[src/rtl/lc3b_types.sv]
// lc3b_types: shared cache-line widths and flattened-bus slice helpers.
package lc3b_types;
    localparam int LINE_ADDR_WIDTH = 12;
    localparam int LINE_DATA_WIDTH = 128;
    localparam int LINE_SEL_WIDTH = 16;
    localparam int DEFAULT_CNT_WIDTH = 16;
    function automatic int slice_lsb(input int idx, input int width);
        return idx * width;
    endfunction
endpackage

[src/rtl/wb_rr_interconnect_rr_pick.sv]
// rr_pick: combinational round-robin picker, first requester after last wins.
module rr_pick #(
    parameter int N = 2,
    parameter int IW = $clog2(N)
) (
    input  logic [N-1:0]  req,
    input  logic [IW-1:0] last,
    output logic [IW-1:0] winner,
    output logic          valid
);
    always_comb begin
        winner = '0;
        valid = |req;
        // descending offset so the nearest index after last is assigned last and wins
        for (int k = N; k >= 1; k--) begin
            if (req[(int'(last) + k) % N]) winner = IW'((int'(last) + k) % N);
        end
    end
endmodule

[src/rtl/wb_rr_interconnect.sv]
// wb_rr_interconnect: round-robin arbitration of NUM_MASTERS wishbone masters onto one L2 port,
// grant held until ack/retry/abort, with saturating per-master grant counters.
module wb_rr_interconnect
    import lc3b_types::*;
#(
    parameter int NUM_MASTERS = 2,
    parameter int ADDR_WIDTH = LINE_ADDR_WIDTH,
    parameter int DATA_WIDTH = LINE_DATA_WIDTH,
    parameter int SEL_WIDTH = LINE_SEL_WIDTH,
    parameter int CNT_WIDTH = DEFAULT_CNT_WIDTH
) (
    input  logic                              clk,
    input  logic                              rst,
    input  logic [NUM_MASTERS-1:0]            m_cyc,
    input  logic [NUM_MASTERS-1:0]            m_stb,
    input  logic [NUM_MASTERS-1:0]            m_we,
    input  logic [NUM_MASTERS*ADDR_WIDTH-1:0] m_adr,
    input  logic [NUM_MASTERS*SEL_WIDTH-1:0]  m_sel,
    input  logic [NUM_MASTERS*DATA_WIDTH-1:0] m_dat_m,
    output logic [NUM_MASTERS-1:0]            m_ack,
    output logic [NUM_MASTERS-1:0]            m_rty,
    output logic [DATA_WIDTH-1:0]             m_dat_s,
    output logic                              s_cyc,
    output logic                              s_stb,
    output logic                              s_we,
    output logic [ADDR_WIDTH-1:0]             s_adr,
    output logic [SEL_WIDTH-1:0]              s_sel,
    output logic [DATA_WIDTH-1:0]             s_dat_m,
    input  logic                              s_ack,
    input  logic                              s_rty,
    input  logic [DATA_WIDTH-1:0]             s_dat_s,
    input  logic [NUM_MASTERS-1:0]            grant_clear,
    output logic [NUM_MASTERS*CNT_WIDTH-1:0]  grant_cnt,
    output logic [$clog2(NUM_MASTERS)-1:0]    grant_id,
    output logic                              busy
);
    localparam int IW = $clog2(NUM_MASTERS);
    typedef enum logic {IDLE, BUSY} state_t;
    state_t state, state_nxt;
    logic [IW-1:0] last, winner;
    logic [NUM_MASTERS-1:0] req;
    logic valid, grant, done;
    logic [CNT_WIDTH-1:0] cnt [NUM_MASTERS];
    assign req = m_cyc | m_stb;
    assign busy = state == BUSY;
    assign grant = state == IDLE && valid;
    // a granted master dropping its request is an abort and releases the bus
    assign done = busy && (s_ack || s_rty || !req[grant_id]);
    assign m_dat_s = s_dat_s;
    rr_pick #(.N(NUM_MASTERS)) u_pick (
        .req(req),
        .last(last),
        .winner(winner),
        .valid(valid)
    );
    always_comb begin
        state_nxt = grant ? BUSY : done ? IDLE : state;
        s_cyc = busy && m_cyc[grant_id];
        s_stb = busy && m_stb[grant_id];
        s_we = busy && m_we[grant_id];
        s_adr = busy ? m_adr[slice_lsb(int'(grant_id), ADDR_WIDTH) +: ADDR_WIDTH] : '0;
        s_sel = busy ? m_sel[slice_lsb(int'(grant_id), SEL_WIDTH) +: SEL_WIDTH] : '0;
        s_dat_m = busy ? m_dat_m[slice_lsb(int'(grant_id), DATA_WIDTH) +: DATA_WIDTH] : '0;
        m_ack = busy ? NUM_MASTERS'(s_ack) << grant_id : '0;
        m_rty = busy ? NUM_MASTERS'(s_rty) << grant_id : '0;
    end
    always_ff @(posedge clk) begin
        if (rst) begin
            state <= IDLE;
            last <= IW'(NUM_MASTERS - 1);
            grant_id <= '0;
        end else begin
            state <= state_nxt;
            if (grant) grant_id <= winner;
            if (done) last <= grant_id;
        end
    end
    for (genvar g = 0; g < NUM_MASTERS; g++) begin : g_cnt
        always_ff @(posedge clk) begin
            if (rst || grant_clear[g]) cnt[g] <= '0;
            else if (grant && winner == IW'(g) && cnt[g] != '1) cnt[g] <= cnt[g] + 1'b1;
        end
        assign grant_cnt[g*CNT_WIDTH +: CNT_WIDTH] = cnt[g];
    end
endmodule

[config.mk]
export PLATFORM = sky130hd
export DESIGN_NAME = wb_rr_interconnect
export DESIGN_NICKNAME = d
export VERILOG_FILES = /design/src/rtl/lc3b_types.sv /design/src/rtl/wb_rr_interconnect_rr_pick.sv /design/src/rtl/wb_rr_interconnect.sv
export SDC_FILE = /design/constraint.sdc
export NUM_CORES = 1
export LEC_CHECK = 0
export CAP_MARGIN = 10
export CORE_AREA = 2 2 299 301
export CTS_CLUSTER_DIAMETER = 200
export CTS_CLUSTER_SIZE = 20
export DETAILED_ROUTE_END_ITERATION = 12
export DIE_AREA = 0 0 301 303
export DONT_BUFFER_PORTS = 1
export GPL_TIMING_DRIVEN = 0
export PLACE_DENSITY = 0.3
export SYNTH_ARGS = -nofsm -noshare
export SYNTH_HDL_FRONTEND = slang
export SYNTH_SLANG_ARGS = --single-unit
[constraint.sdc]
create_clock -name clk -period 7.15 [get_ports clk]
set_input_delay 1.7875 -clock clk [delete_from_list [all_inputs] [get_ports clk]]
set_output_delay 1.7875 -clock clk [all_outputs]
set_load 0.02 [all_outputs]
==> Implementation_results.wiki, run 1 <==
{| class="wikitable"
! Metric !! Value
|-
| Length in cells of the worst reg-to-reg path || 7
|-
| Power density cells || 149.8 nW/um^2
|-
| Share of async-settable or async-resettable flops after synthesis || 0%
|-
| Min Clock Period, post-route || 5.691 ns
|-
| Chain of cells forming the critical path || clkbuf_1 > clkbuf_1 > buf_2 > mux2i_1 > nor2_1
|-
| Total number of yosys warnings || 0
|-
| Worst path max stage delay || 1.06 ns
|-
| Chip height || 303 um
|-
| Via density per instance || 2.825
|-
| Cts-stage hold buffer count || 0
|-
| Vias after detailed routing || 5,291
|-
| Initial antenna violation count || 39
|-
| Remaining antenna violation count after routing || 0
|-
| Overflow left after global routing || 0
|-
| # resized after CTS || 0
|-
| Via count of the first global-routing pass || 4,830
|-
| Worst IR drop on VDD || 116.9 uV
|-
| Hold Crit Depth || 2
|-
| Fraction of final layout cells sized beyond drive strength 1 || 23.21%
|-
| Area growth from synthesis to layout || 32.72%
|-
| Cell area reported after detailed placement || 6709 sq um
|-
| Bufs and invs on worst path || 3
|-
| Required time of the critical path || 5.36 ns
|-
| Maximum number of pins on one net before global-route repair || 17
|-
| CTS tree || done
|-
| Count leader, synth || nor2_1
|-
| Slew Limit Headroom || 14.02%
|-
| Overall fraction of global-route tracks in use || 9.587%
|-
| Clock latency at the later pin of the worst-skew pair || 0.29 ns
|-
| Number of cells after detailed placement || 1,842
|-
| Count of flip-flops with a built-in enable after synthesis || 32
|-
| Number of buffers on the longest clock path || 2
|-
| Cell Rows || 109
|-
| Clock Sinks || 35
|-
| Max Clock Skew || 0.002432 ns
|-
| Final setup violation count || 0
|-
| Worst setup slack for register-to-register paths || 4.40 ns
|-
| Number of buffer cells added on primary ports || 0
|-
| Worst-path cell with the longest stage delay || mux2i_1
|-
| Synthesized netlist cell count || 675
|-
| Die Span X || 301 um
|-
| Number of buffers created by CTS || 5
|-
| Leak pwr || 2.099 nW
|-
| I/O pins || 777
|-
| Pre-Repair DR Iteration Count || 4
|-
| Fin area || 6923 sq um
|-
| Measured slew at the worst slew-check pin || 1.254 ns
|-
| Clock Pin Slew Worst Setup and Hold Paths || 0.06 ns
|-
| Capture endpoint of the worst hold path || last
|-
| Worst reg2reg startpoint || cnt[0][0]
|-
| Unique cell type count in the Yosys netlist || 33
|-
| Post-layout total power || 1.037 mW
|-
| Number of storage elements in the synthesis netlist || 35
|-
| Placeable core region || 87,970 sq um
|-
| Top cells by instance count after synthesis || nor2_1 (199), mux2i_1 (159), buf_4 (128)
|-
| Type of the tightest min-delay check || reg2reg
|-
| Max H-tree Level || 2
|-
| Global-route wire length before repair || 55,550 um
|-
| Cell type with the highest occurrence count on the critical path || clkbuf_1
|-
| Routed length per placed instance || 25.74 um
|-
| Final Hold Slack || 0.5097 ns
|-
| Postcts setup bufs || 0
|-
| Total negative setup slack || 0 ns
|-
| Share of the cycle needed by the critical path after routing || 79.59%
|-
| Setup crit start kind || flip-flop
|-
| Synthesized area divided by synthesized cell count || 7.728 sq um
|-
| RSZ-0062 raised after global routing || false
|-
| Effective utilization at floorplan || 5.930%
|-
| Final number of hold-violating endpoints || 0
|-
| Critical path fanouts, max || 10
|-
| Post-synthesis net count || 1,129
|-
| Start point of the worst hold path || last
|-
| First DRT Iteration DRCs || 305
|-
| Critical setup path kind || reg2out
|-
| Count of max-cap constraint violations || 0
|-
| Dominant cells by area after synthesis || mux2i_1 (31%), buf_4 (18%), edfxtp_1 (18%), nor2_1 (14%), xnor2_1 (3.5%)
|-
| Family with the most delay on the worst path || buffers and inverters
|-
| Critical register-to-register path endpoint || cnt[0][11]
|-
| Clock tree root driver cell || clkbuf_16
|-
| Endpoint type of the worst setup path || primary output
|-
| Library cell occupying the most area in the post-synthesis netlist || mux2i_1
|-
| DRC || 0
|-
| Die Outline Area || 91,200 sq um
|-
| Fraction of the yosys area taken by sequential cells || 19.57%
|-
| Final std cells w/o fill || 1,873
|-
| Final estimated routing congestion in global placement || 1.041
|-
| Post-Route WL || 48,200 um
|-
| Final #Nets || 1,138
|-
| Crit path DAT || 3.90 ns
|-
| Syn Std Cell Area || 5216 sq um
|-
| Max Clock Freq || 175.7 MHz
|-
| Hpwl dp || 43,880 um
|-
| Status || finished clean
|-
| Final count of pins violating max slew || 0
|-
| Area share of the leading cell type in the synthesized netlist || 30.51%
|-
| Synth Flop Type || edfxtp_1
|}
==> routing by layer <==
layer	GRT usage [%]	share of wire (%)
met2	14.32	44
met5	0	0.22
met3	4.440	11
met1	10.60	36
met4	7.285	7.9
==> tightest hold or removal path, cell delays in order (launching register included) <==
cell	delay [ns]
dfxtp_1	0.32
o21ai_0	0.07
nand2_1	0.06
==> layout by cell type (no fill, tap or decap), types with 7 or more instances in the layout <==
cell type  instances
nand2_1           11
nand3_1           10
nor4_1             8
nor2_1           199
buf_2             16
edfxtp_1          32
xnor2_1           21
diode_2           23
mux2i_1          159
inv_1              7
nor3_1             8
clkbuf_1          21
nand4_1            9
buf_4            128
==> stage by stage <==
| stage | worst slack (ns) | utilization [%] |
|---|---|---|
| after floorplan | 3.054 | - |
| after global placement | 1.478 | 7.587 |
| after detailed placement | 1.700 | 7.627 |
| after CTS | 1.374 | 7.805 |
| after global routing | 1.334 | 7.861 |
| final | 1.459 | 7.870 |
==> registers in the layout, indices dropped and copies added (netlist names) <==
register,count
grant_id,1
cnt,32
busy,1
last,1
==> report_power, final <==
group,leakage (nW),switching (mW),internal (mW)
clock network,0.0773,0.0909,0.149
logic,1.63,0.378,0.139
registers,0.391,0.0420,0.239
==> cell families after synthesis <==
family          after synthesis  synth area share, %
compound gates               18                1.919
xor+xnor                     25                4.198
fa+ha+maj                     2               0.4797
buf+inv                     176                22.38
flops                        35                19.57
mux                         159                30.51
simple gates                260                20.94
==> how the worst max path moves through the flow <==
stage / start / endpoint / slack (ns) / cells past startpoint
after floorplan: s_ack / m_ack[0] / 3.05 / 1
after global placement: grant_id / s_sel[3] / 1.48 / 4
after detailed placement: grant_id / s_dat_m[53] / 1.70 / 5
after CTS: grant_id / s_dat_m[53] / 1.37 / 5
after global routing: grant_id / s_dat_m[53] / 1.33 / 5
final: grant_id / s_dat_m[53] / 1.46 / 5
==> area by class of cell <==
class	instances	area [sq um]
Fill cell	10350	81040
Multi-Input combinational cell	464	3035
Tap cell	1165	1458
Buffer	168	1139
Sequential cell	35	1021
Clock buffer	8	156.4
Antenna cell	23	57.56
Inverter	8	30.03
Timing Repair Buffer	2	26.28
Power figures use the tool's default switching activity.
==> inputs of run 2 (changes only) <==
clock period = 5.4 ns   (was 7.15 ns; I/O delays follow)
==> results of run 2 <==
Same layout as run 1 (identical final DEF). Status: finished clean.
Among the figures that moved: setup slack after placement 1.700 ns -> 0.3878 ns; setup slack after layout 1.459 ns -> 0.1468 ns; register-to-register setup slack 4.40 ns -> 2.65 ns; total power 1.037 mW -> 1.373 mW; worst IR drop on VDD 116.9 uV -> 154.8 uV
==> inputs of run 3 (changes only) <==
CORE_AREA = 2 2 306 308   (was 2 2 299 301)
DIE_AREA = 0 0 308 310   (was 0 0 301 303)
==> Implementation_results.wiki, run 3 (synthesis gave the netlist of run 1 again) <==
{| class="wikitable"
! Metric !! Value
|-
| Status || finished clean (unchanged)
|-
| Global-route wire length before repair || 49,240 um (was 55,550 um)
|-
| Setup crit start kind || flip-flop (unchanged)
|-
| Number of flip-flops in the largest register || 32 (unchanged)
|-
| Pre-Repair DR Iteration Count || 4 (unchanged)
|-
| RSZ-0062 raised after global routing || false (unchanged)
|-
| Highest-count cells in the layout ignoring fill and taps || nor2_1 (199), mux2i_1 (159), buf_4 (128) (unchanged)
|-
| Area growth from synthesis to layout || 32.98% (was 32.72%)
|-
| Routed length per placed instance || 22.22 um (was 25.74 um)
|-
| Die Span X || 308 um (was 301 um)
|-
| Max Clock Skew || 0.004286 ns (was 0.002432 ns)
|-
| Chip height || 310 um (was 303 um)
|-
| Critical path fanouts, max || 10 (unchanged)
|-
| Effective utilization at floorplan || 5.640% (was 5.930%)
|-
| Clock tree root driver cell || clkbuf_16 (unchanged)
|-
| Clock Sinks || 35 (unchanged)
|-
| Total negative setup slack || 0 ns (unchanged)
|-
| Final estimated routing congestion in global placement || 0.9678 (was 1.041)
|-
| Clock latency at the later pin of the worst-skew pair || 0.28 ns (was 0.29 ns)
|-
| Overflow left after global routing || 0 (unchanged)
|-
| Crit path DAT || 3.24 ns (was 3.90 ns)
|-
| Fraction of final layout cells sized beyond drive strength 1 || 23.21% (unchanged)
|-
| Overall fraction of global-route tracks in use || 7.948% (was 9.587%)
|-
| Vias after detailed routing || 5,049 (was 5,291)
|-
| Leading cell type in the layout, fill and taps excluded || nor2_1 (unchanged)
|-
| Number of buffers created by CTS || 5 (unchanged)
|-
| Via count of the first global-routing pass || 4,805 (was 4,830)
|-
| Final Hold Slack || 0.4853 ns (was 0.5097 ns)
|-
| Die Outline Area || 95,480 sq um (was 91,200 sq um)
|-
| Final number of hold-violating endpoints || 0 (unchanged)
|-
| Endpoint type of the worst setup path || primary output (unchanged)
|-
| Final setup violation count || 0 (unchanged)
|-
| Number of buffer cells added on primary ports || 0 (unchanged)
|-
| # resized after CTS || 0 (unchanged)
|-
| Measured slew at the worst slew-check pin || 1.109 ns (was 1.254 ns)
|-
| Count of max-cap constraint violations || 0 (unchanged)
|-
| Worst IR drop on VDD || 122.2 uV (was 154.8 uV)
|-
| Share of the cycle needed by the critical path after routing || 84.97% (was 97.28%)
|-
| Max H-tree Level || 2 (unchanged)
|-
| Leak pwr || 2.100 nW (was 2.099 nW)
|-
| Register name with the most flops || cnt (unchanged)
|-
| Placeable core region || 92,490 sq um (was 87,970 sq um)
|-
| Postcts setup bufs || 0 (unchanged)
|-
| Post-Route WL || 42,060 um (was 48,200 um)
|-
| Initial antenna violation count || 15 (was 39)
|-
| First DRT Iteration DRCs || 293 (was 305)
|-
| Count of filler cells inserted in the layout || 10,880 (was 10,350)
|-
| Required time of the critical path || 4.05 ns (about the same)
|-
| I/O pins || 777 (unchanged)
|-
| Maximum number of pins on one net before global-route repair || 17 (unchanged)
|-
| Remaining antenna violation count after routing || 0 (unchanged)
|-
| Cell Rows || 112 (was 109)
|-
| Cts-stage hold buffer count || 0 (unchanged)
|-
| Max Clock Freq || 217.9 MHz (was 190.4 MHz)
|-
| DRC || 0 (unchanged)
|-
| Clock Pin Slew Worst Setup and Hold Paths || 0.06 ns (about the same)
|-
| Hpwl dp || 38,750 um (was 43,880 um)
|-
| Final count of pins violating max slew || 0 (unchanged)
|-
| Power density cells || 196.9 nW/um^2 (was 198.3 nW/um^2)
|-
| Min Clock Period, post-route || 4.588 ns (was 5.253 ns)
|-
| Slew Limit Headroom || 23.98% (was 14.02%)
|-
| Critical setup path kind || reg2out (unchanged)
|-
| Final #Nets || 1,138 (unchanged)
|-
| Number of buffers on the longest clock path || 2 (unchanged)
|-
| Via density per instance || 2.667 (was 2.825)
|-
| CTS tree || done (unchanged)
|-
| Type of the tightest min-delay check || reg2reg (unchanged)
|}
[run 3: cell count changes in the layout (fill, tap and decap cells not counted), sizes merged]
cell | previous run | this run
diode | 23 | 11
[run 3: worst paths after layout]
check / start / endpoint / slack [ns] / cells after the start
setup / recovery: grant_id / s_adr[1] / 0.81 / 4
hold / removal: last / last / 0.49 / 2
hold reg to reg: last / last / 0.49 / 2
setup reg to reg: cnt[0][0] / cnt[0][6] / 2.58 / 7
[run 3: area by class of cell]
type	instances	area [sq um]	share of cell area, %
multi-input cells	464	3035	43.76
diodes	11	27.53	0.3968
clock buffers	8	156.4	2.255
plain buffers	168	1139	16.41
inverters	8	30.03	0.4329
flip-flops and latches	35	1021	14.72
well taps	1197	1498	21.59
repair buffers	2	30.03	0.4329
[run 3: per-stage QoR]
step	cells	setup WS (ns)	total power [mW]	cell area [sq um]	util (%)
after global placement	1872	0.3745	1.080	6714	7.259
after global routing	1893	0.4959	1.438	6937	7.500
after CTS	1881	0.5543	1.400	6894	7.454
after floorplan	675	1.874	0.8534	5216	-
after detailed placement	1873	0.8654	1.087	6738	7.285
final	1893	0.8116	1.366	6937	7.500
[run 3: worst max-delay path: stages, from the launching register on]
cell      delay (ns)
dfxtp_1         0.45
clkbuf_1        0.50
buf_1           0.70
mux2i_1         0.99
nor2_1          0.30
[run 3: where the power goes]
| part | switching [mW] | internal, mW |
|---|---|---|
| clock | 0.112 | 0.197 |
| combinational | 0.501 | 0.184 |
| sequential | 0.0565 | 0.316 |
| total | 0.669 | 0.697 |
[run 3: metal layers]
layer	GRT usage, %	wire length (um)	part of all wire [%]	vias to the layer above
li1	-	-	-	2174
met5	0	12	0.029	-
met2	12.54	19360	46	482
met1	10.26	17180	41	2341
met4	3.188	1551	3.7	2
met3	2.098	3952	9.4	50
